--- src/rtl/unpack_adder_process_pkg.sv ---
// Shared constants and types for the floating-point adder unpack stage.
package unpack_adder_process_pkg;

   localparam logic [3:0] sin_cos     = 4'd0;
   localparam logic [3:0] sinh_cosh   = 4'd1;
   localparam logic [3:0] arctan      = 4'd2;
   localparam logic [3:0] arctanh     = 4'd3;
   localparam logic [3:0] exponential = 4'd4;
   localparam logic [3:0] sqr_root    = 4'd5;
   localparam logic [3:0] division    = 4'd6;
   localparam logic [3:0] tangent     = 4'd7;
   localparam logic [3:0] tanh_op     = 4'd8;
   localparam logic [3:0] nat_log     = 4'd9;
   localparam logic [3:0] hypotenuse  = 4'd10;
   localparam logic [3:0] PreProcess  = 4'd11;

   localparam logic no_idle  = 1'b0;
   localparam logic put_idle = 1'b1;

   localparam logic [7:0]  EXP_BIAS   = 8'd127;
   localparam logic [7:0]  DENORM_EXP = 8'h82;  // -126
   localparam logic [31:0] QNAN       = 32'h7FC0_0000;
   localparam int          MANT_W     = 27;

   typedef struct packed {
      logic              sign;
      logic [7:0]        exponent;
      logic [MANT_W-1:0] mantissa;
   } fp_fields_t;

   typedef struct packed {
      logic nan;
      logic inf;
      logic zero;
      logic denorm;
   } fp_class_t;

   // Any word with a zero exponent field collapses to a signed zero.
   function automatic logic [31:0] flush_denorm(input logic [31:0] value);
      logic [31:0] result;
      if (value[30:23] == 8'd0) begin
         result = {value[31], 31'd0};
      end else begin
         result = value;
      end
      return result;
   endfunction

endpackage

--- src/rtl/unpack_adder_process_split.sv ---
// Combinational split of one IEEE single into sign, unbiased exponent,
// extended mantissa and special-value flags.
module float_field_split
   import unpack_adder_process_pkg::*;
(
   input  logic [31:0]       value,
   output logic              sign,
   output logic [7:0]        exponent,
   output logic [MANT_W-1:0] mantissa,
   output logic              is_nan,
   output logic              is_inf,
   output logic              is_zero,
   output logic              is_denorm
);

   logic [7:0]  exp_field_s;
   logic [22:0] frac_s;
   logic        exp_ones_s;
   logic        exp_zero_s;
   logic        frac_zero_s;

   assign exp_field_s = value[30:23];
   assign frac_s      = value[22:0];
   assign exp_ones_s  = (exp_field_s == 8'hFF);
   assign exp_zero_s  = (exp_field_s == 8'h00);
   assign frac_zero_s = (frac_s == 23'd0);

   // Field decode; a zero exponent field takes the denormal scale with no hidden bit.
   always_comb begin
      sign      = value[31];
      is_nan    = exp_ones_s & ~frac_zero_s;
      is_inf    = exp_ones_s & frac_zero_s;
      is_zero   = exp_zero_s & frac_zero_s;
      is_denorm = exp_zero_s & ~frac_zero_s;
      if (exp_zero_s) begin
         exponent = DENORM_EXP;
         mantissa = {1'b0, frac_s, 3'b000};
      end else begin
         exponent = exp_field_s - EXP_BIAS;
         mantissa = {1'b1, frac_s, 3'b000};
      end
   end

endmodule

--- src/rtl/unpack_adder_process.sv ---
// Two-stage unpack front end of the floating-point adder.
// Build option: define UNPACK_FTZ_EN to flush denormal operands to signed zero.
module unpack_adder_process
   import unpack_adder_process_pkg::*;
(
   input  logic              clock,
   input  logic              reset,
   input  logic              valid_in,
   input  logic [31:0]       a_in,
   input  logic [31:0]       b_in,
   input  logic [31:0]       z_in,
   input  logic [3:0]        Opcode_in,
   input  logic [7:0]        InsTag_in,
   output logic              valid_Unpack,
   output logic              idle_Unpack,
   output logic [31:0]       sout_Unpack,
   output logic              a_sign,
   output logic              b_sign,
   output logic [7:0]        a_exponent,
   output logic [7:0]        b_exponent,
   output logic [MANT_W-1:0] a_mantissa,
   output logic [MANT_W-1:0] b_mantissa,
   output logic [31:0]       z_postUnpack,
   output logic [3:0]        Opcode_Unpack,
   output logic [7:0]        InsTagUnpack
);

   logic [31:0] a_word_s, b_word_s;
   fp_fields_t  a_fields_s, b_fields_s;
   fp_class_t   a_cls_s, b_cls_s;

`ifdef UNPACK_FTZ_EN
   assign a_word_s = flush_denorm(a_in);
   assign b_word_s = flush_denorm(b_in);
`else
   assign a_word_s = a_in;
   assign b_word_s = b_in;
`endif

   float_field_split u_split_a (
      .value     (a_word_s),
      .sign      (a_fields_s.sign),
      .exponent  (a_fields_s.exponent),
      .mantissa  (a_fields_s.mantissa),
      .is_nan    (a_cls_s.nan),
      .is_inf    (a_cls_s.inf),
      .is_zero   (a_cls_s.zero),
      .is_denorm (a_cls_s.denorm)
   );

   float_field_split u_split_b (
      .value     (b_word_s),
      .sign      (b_fields_s.sign),
      .exponent  (b_fields_s.exponent),
      .mantissa  (b_fields_s.mantissa),
      .is_nan    (b_cls_s.nan),
      .is_inf    (b_cls_s.inf),
      .is_zero   (b_cls_s.zero),
      .is_denorm (b_cls_s.denorm)
   );

   logic        v1_r;
   logic [31:0] a_r, b_r, z_r;
   logic [3:0]  op_r;
   logic [7:0]  tag_r;
   fp_fields_t  a_fields_r, b_fields_r;
   fp_class_t   a_cls_r, b_cls_r;

   // Stage 1: capture operands, side-band and per-operand decode.
   always_ff @(posedge clock) begin
      if (reset) begin
         v1_r       <= 1'b0;
         a_r        <= 32'd0;
         b_r        <= 32'd0;
         z_r        <= 32'd0;
         op_r       <= 4'd0;
         tag_r      <= 8'd0;
         a_fields_r <= '0;
         b_fields_r <= '0;
         a_cls_r    <= '0;
         b_cls_r    <= '0;
      end else begin
         v1_r       <= valid_in;
         a_r        <= a_word_s;
         b_r        <= b_word_s;
         z_r        <= z_in;
         op_r       <= Opcode_in;
         tag_r      <= InsTag_in;
         a_fields_r <= a_fields_s;
         b_fields_r <= b_fields_s;
         a_cls_r    <= a_cls_s;
         b_cls_r    <= b_cls_s;
      end
   end

   // Denormal flag is only informative; classification keys off nan/inf/zero.
   logic unused_denorm_s;
   assign unused_denorm_s = a_cls_r.denorm ^ b_cls_r.denorm;

   logic        idle_s;
   logic [31:0] sout_s;

   // Stage 2 special-operand resolution, first match wins.
   always_comb begin
      idle_s = no_idle;
      sout_s = 32'd0;
      if (a_cls_r.nan || b_cls_r.nan) begin
         idle_s = put_idle;
         sout_s = QNAN;
      end else if (a_cls_r.inf && b_cls_r.inf && (a_fields_r.sign != b_fields_r.sign)) begin
         idle_s = put_idle;
         sout_s = QNAN;
      end else if (a_cls_r.inf) begin
         idle_s = put_idle;
         sout_s = a_r;
      end else if (b_cls_r.inf) begin
         idle_s = put_idle;
         sout_s = b_r;
      end else if (a_cls_r.zero && b_cls_r.zero) begin
         idle_s = put_idle;
         sout_s = {a_fields_r.sign & b_fields_r.sign, 31'd0};
      end else if (a_cls_r.zero) begin
         idle_s = put_idle;
         sout_s = b_r;
      end else if (b_cls_r.zero) begin
         idle_s = put_idle;
         sout_s = a_r;
      end else begin
         idle_s = no_idle;
         sout_s = 32'd0;
      end
   end

   // Stage 2 output register; data holds while no pair is in the stage.
   always_ff @(posedge clock) begin
      if (reset) begin
         valid_Unpack  <= 1'b0;
         idle_Unpack   <= put_idle;
         sout_Unpack   <= 32'd0;
         a_sign        <= 1'b0;
         b_sign        <= 1'b0;
         a_exponent    <= 8'd0;
         b_exponent    <= 8'd0;
         a_mantissa    <= '0;
         b_mantissa    <= '0;
         z_postUnpack  <= 32'd0;
         Opcode_Unpack <= 4'd0;
         InsTagUnpack  <= 8'd0;
      end else begin
         valid_Unpack <= v1_r;
         if (v1_r) begin
            idle_Unpack   <= idle_s;
            sout_Unpack   <= sout_s;
            a_sign        <= a_fields_r.sign;
            b_sign        <= b_fields_r.sign;
            a_exponent    <= a_fields_r.exponent;
            b_exponent    <= b_fields_r.exponent;
            a_mantissa    <= a_fields_r.mantissa;
            b_mantissa    <= b_fields_r.mantissa;
            z_postUnpack  <= z_r;
            Opcode_Unpack <= op_r;
            InsTagUnpack  <= tag_r;
         end
      end
   end

endmodule

--- config.mk ---
export PLATFORM = sky130hd
export DESIGN_NAME = unpack_adder_process
export DESIGN_NICKNAME = d
export VERILOG_FILES = /design/src/rtl/unpack_adder_process_pkg.sv /design/src/rtl/unpack_adder_process_split.sv /design/src/rtl/unpack_adder_process.sv
export SDC_FILE = /design/constraint.sdc
export NUM_CORES = 1
export LEC_CHECK = 0
export CORE_UTILIZATION = 30
export DETAILED_ROUTE_END_ITERATION = 7
export GPL_TIMING_DRIVEN = 0
export PLACE_DENSITY = 0.53
export SYNTH_ARGS = -nofsm -noshare
export SYNTH_HDL_FRONTEND = slang
export SYNTH_SLANG_ARGS = --single-unit
--- constraint.sdc ---
create_clock -name clock -period 1.3 [get_ports clock]
set_input_delay 0.26 -clock clock [delete_from_list [all_inputs] [get_ports clock]]
set_output_delay 0.26 -clock clock [all_outputs]
set_load 0.02 [all_outputs]
Word-level counts from Yosys, hierarchy flattened
Cells that the tools add are included.
- reduce and logical (&&, ||, !) cells: 10
- muxes and demuxes: 18
- add/subtract/negate cells: 2
- eq/ne operators: 3
- bitwise gates (word level): 9
- operator list (cell ; count):
    $mux W32 ; 7
    $mux W27 ; 2
    $logic_not A23 Y1 ; 2
    $eq A8 B8 Y1 const B ; 2
    $logic_not A8 Y1 ; 2
    $mux W8 ; 2
    $sub A8 B7 Y8 const B ; 2
    $and A1 B1 Y1 ; 7
    $mux W1 ; 7
    $reduce_or A2 Y1 ; 2
    $logic_and A1 B1 Y1 ; 3
    $not A1 Y1 ; 2
    $logic_or A1 B1 Y1 ; 1
    $ne A1 B1 Y1 ; 1
- input bits: 111
- register bits: 337
- word-level logic and storage cells: 74
- output and inout bits: 150

Logic depth before layout (Yosys ltp)
- word-level depth: 7
- depth in mapped cells: 6
- depth with buffers taken out: 6

By module
From an unflattened synthesis, not the netlist that was laid out.
- cells, all modules: 1162
- area, all modules: 12140.4 µm²
- modules (own cells, without submodules) (module ; seq. area each (µm²) ; cells an instance ; area each (µm²) ; instances):
    unpack_adder_process ; 6746.5 ; 1030 ; 11177.0 ; 1
    float_field_split ; 0.0 ; 66 ; 481.7 ; 2

Worst setup path before layout
No wires, ideal clock.
- path kind: reg-to-reg
- from: reg b_r[31] (netlist name)
- to: reg sout_Unpack[23]
- library setup time: 79 ps
- cell stages (with the launch flop): 6
- path slack: 40 ps
- data required time: 1221 ps
- period minus slack after synthesis: 1260 ps
- buffers on the path: 1
- arrival: 1180 ps
- cell sequence: dfxtp_1 > ha_1 > nand3_1 > and3_1 > buf_2 > a211oi_2
- RTL lines (what ; line ; source):
    end signal, assigned ; unpack_adder_process.sv:153 ; sout_Unpack <= sout_s;
    end, declared ; unpack_adder_process.sv:16 ; output logic [31:0] sout_Unpack,

==> reports/results.txt <==
Critical Path Sink Type: flip-flop
DR pass1 iterations: 5
Worst path slowest cell: dfxtp_4
total gr overflow: 0
# rows: 64
r2r worst-path depth: 5
I/O Buffers: 253
Crit. Startpoint: b_r[31]
initial antenna violation count: 1
Leak: 5.62 nW
RSZ-0062 raised after global routing: yes
Final WS setup: -0.00553 ns
NumNets Final: 1293
Post-Synthesis Cells: 874
Startpoint Class: flip-flop
final setup vio count: 1
Inst Count DP: 1528
Sink Count: 277
clock tree root driver cell: clkbuf_16
Clock transition at path regs: 0.06 ns
Tmin final: 1.31 ns
Fin. Hold Viols: 0
layout cell share with drive strength beyond 1: 35.2%
CP cell instances: ha_4 > nand3_2 > and3_4 > buf_4 > a211oi_2
Slew Viols, Final: 0
Worst EP arrival: 1.76 ns
final wirelength: 27100 um
largest stage delay on the critical path: 0.36 ns
vias in the first global route: 7083
WL met1: 11800 um
die area: 0.0318 mm2
R2R Path Start: b_r[31]
DR iter-0 viols: 360
global-route wire length before repair: 41100 um
metal2 WL: 12300 um
final std cells w/o fill: 1594
Max Used Layer: met5
total power: 19.4 mW
Synth Register Bits: 277
CP max FO: 4
clock latency at the later pin of the worst-skew pair: 0.54 ns
Largest delay share family, worst path: flip-flops
worst-margin pin slew: 0.602 ns
Final Util: 46.1%
Wirelength per Cell: 17.0 um
n_diodes: 0
synthesized area: 0.00933 mm2
post-route clock period utilization: 100%
syn_area_per_cell: 10.7 um2
Detail Placement HPWL: 19500 um
Hold WS: 0.0347 ns
Fmax achieved: 766 MHz
max-cap violation count: 0
met3 WL post-DR: 2580 um
register area share after synthesis: 59.4%
CTS Buf Count: 30
CP Buf/Inv Count: 1
Hold Path Class: input pin to flip-flop
DR vias: 7047
largest net degree at the start of global routing: 15
vias per cell: 4.42
P&R area growth vs syn: 51.0%
cell count along the critical path: 5
I/O Pins: 261
synth warn: 0
CTS tree: done
failing checks: negative setup slack
gr usage total: 16.9%
Filler Cell Count: 2939
DIE WIDTH: 178 um
max_slew headroom: 59.9%
Hold Path Depth: 2
Synth cell types: 38
gpl congestion: 0.778
Req. time, crit path: 1.76 ns
core area: 0.0306 mm2
Worst VDD drop: 0.000885 V
Critical Path End: sout_Unpack[28]
hold_buf cts: 0
reg-to-reg endpoint: sout_Unpack[28]
final instance area: 0.0141 mm2
Clock Skew: 0.00729 ns
Post-DRT Antenna Nets: 0
Power per Cell Area: 1380 mW/mm2
status: complete, but fails checks
Die Span Y: 178 um
clk buf depth: 3
flop2flop setup slack: -0.006 ns
Worst Path Class, Setup: flip-flop to flip-flop
Post-DP Area: 0.0124 mm2
Residual DRC: 0
CTS H-tree lvls: 1
Starting Density: 30.5%
state kept, by name (all words and copies together) (netlist names), 3 cells and up:
name / flops
InsTagUnpack: 8
Opcode_Unpack: 4
a_cls_r: 3
a_exponent: 8
a_fields_r: 9
a_mantissa: 24
a_r: 32
b_cls_r: 3
b_exponent: 8
b_fields_r: 9
b_mantissa: 24
b_r: 32
op_r: 4
sout_Unpack: 32
tag_r: 8
z_postUnpack: 32
z_r: 32
metrics by stage:
stage / TNS, ns / worst slack (ns)
6_report: -0.00553 / -0.00553
5_1_grt: -0.477 / -0.0428
4_1_cts: -0.0154 / -0.00452
3_5_place_dp: -92.03 / -0.785
3_3_place_gp: -88.94 / -0.837
2_1_floorplan: 0 / 0.0405
cells in the mapped netlist:
library cell,n,area [um2]
nand2b_1,4,25.0
a211oi_2,9,113
nand2_1,31,116
mux2i_1,110,1100
nor4b_1,1,8.76
buf_4,14,105
a21oi_1,3,15.0
a31o_2,1,8.76
nor2b_1,106,663
nor4_1,14,87.6
a22oi_1,23,173
and3_1,3,18.8
nor4b_2,1,15.0
a22oi_2,8,100
buf_1,4,15.0
a2bb2oi_1,1,8.76
a21bo_2,1,10.0
dfxtp_1,277,5550
o21ai_0,1,5.00
clkbuf_2,2,10.0
and2_1,2,12.5
a21oi_2,1,8.76
inv_1,7,26.3
clkbuf_1,21,78.8
ha_1,5,62.6
inv_2,2,7.51
buf_2,16,80.1
nand4_1,5,31.3
a211o_1,1,8.76
conb_1,1,3.75
buf_6,1,11.3
o211ai_1,1,7.51
nor2_1,148,556
nor3_1,5,25.0
xnor2_1,6,52.6
xor2_1,6,52.6
o21ai_1,22,110
nand3_1,10,50.1
layout make-up:
cell class | count | area [um2] | area share [%]
sequential | 277 | 5730 | 40.7
clock inverter | 7 | 113 | 0.799
tap | 396 | 495 | 3.52
multi-input combinational | 535 | 3590 | 25.5
buffer | 58 | 418 | 2.97
timing repair buffer | 266 | 2810 | 20.0
inverter | 9 | 33.8 | 0.240
clock buffer | 46 | 892 | 6.33
where the power goes:
| part | switching, mW | leakage, nW | internal, mW |
|---|---|---|---|
| Sequential | 0.188 | 2.34 | 8.86 |
| Clock | 3.33 | 0.490 | 5.27 |
| Combinational | 0.842 | 2.79 | 0.905 |
| Total | 4.36 | 5.62 | 15.0 |
cells in the final DEF, fill, tap and decap left out, types with 4 or more instances in the layout:
cell type,n
buf_1,4
buf_2,8
nor4_1,11
clkdlybuf4s50_1,106
buf_4,26
nor2_1,145
xor2_1,6
nand3_1,9
dfxtp_2,141
clkbuf_8,8
xnor2_1,6
a211oi_2,9
inv_1,7
clkbuf_16,31
clkbuf_1,26
nor3_1,5
nand2_1,29
a22oi_1,21
buf_6,151
conb_1,6
a22oi_2,10
dfxtp_1,133
nand4_1,5
o21ai_1,22
mux2i_1,110
ha_1,4
nor2b_1,106
logic make-up (layout without fill, tap and decap cells):
| family | Yosys count | count (layout) | share of synthesized area (%) |
|---|---|---|---|
| muxes | 110 | 110 | 11.8 |
| buffers and inverters | 67 | 386 | 3.58 |
| other | 1 | 6 | 0.0402 |
| adders and majority gates | 5 | 5 | 0.671 |
| xor gates and xnor gates | 12 | 12 | 1.13 |
| DFF | 277 | 277 | 59.4 |
| AOI/OAI and AO/OA | 72 | 72 | 6.09 |
| and+or+nand+nor | 330 | 330 | 17.2 |
per-layer routing:
metal / GRT usage [%] / vias up
met3: 5.31 / 32
li1: - / 3512
met5: 0 / -
met1: 21.7 / 3250
met2: 27.6 / 251
met4: 3.74 / 2
how the worst min path moves through the flow:
stage	end	start
after floorplan	a_fields_r[27]	a_in[23]
after global placement	sout_Unpack[16]	sout_Unpack[16]
after detailed placement	sout_Unpack[16]	sout_Unpack[16]
after CTS	a_r[29]	reset
after global routing	b_fields_r[27]	b_in[23]
final	b_fields_r[27]	b_in[23]
repair_timing:
item	4_1_cts	5_1_grt
endpoints found under the setup margin	283	111
setup buffers	5	6
resized for setup	1007	73
pin swaps	5	4
gates cloned	2	0
Power figures use the tool's default switching activity.
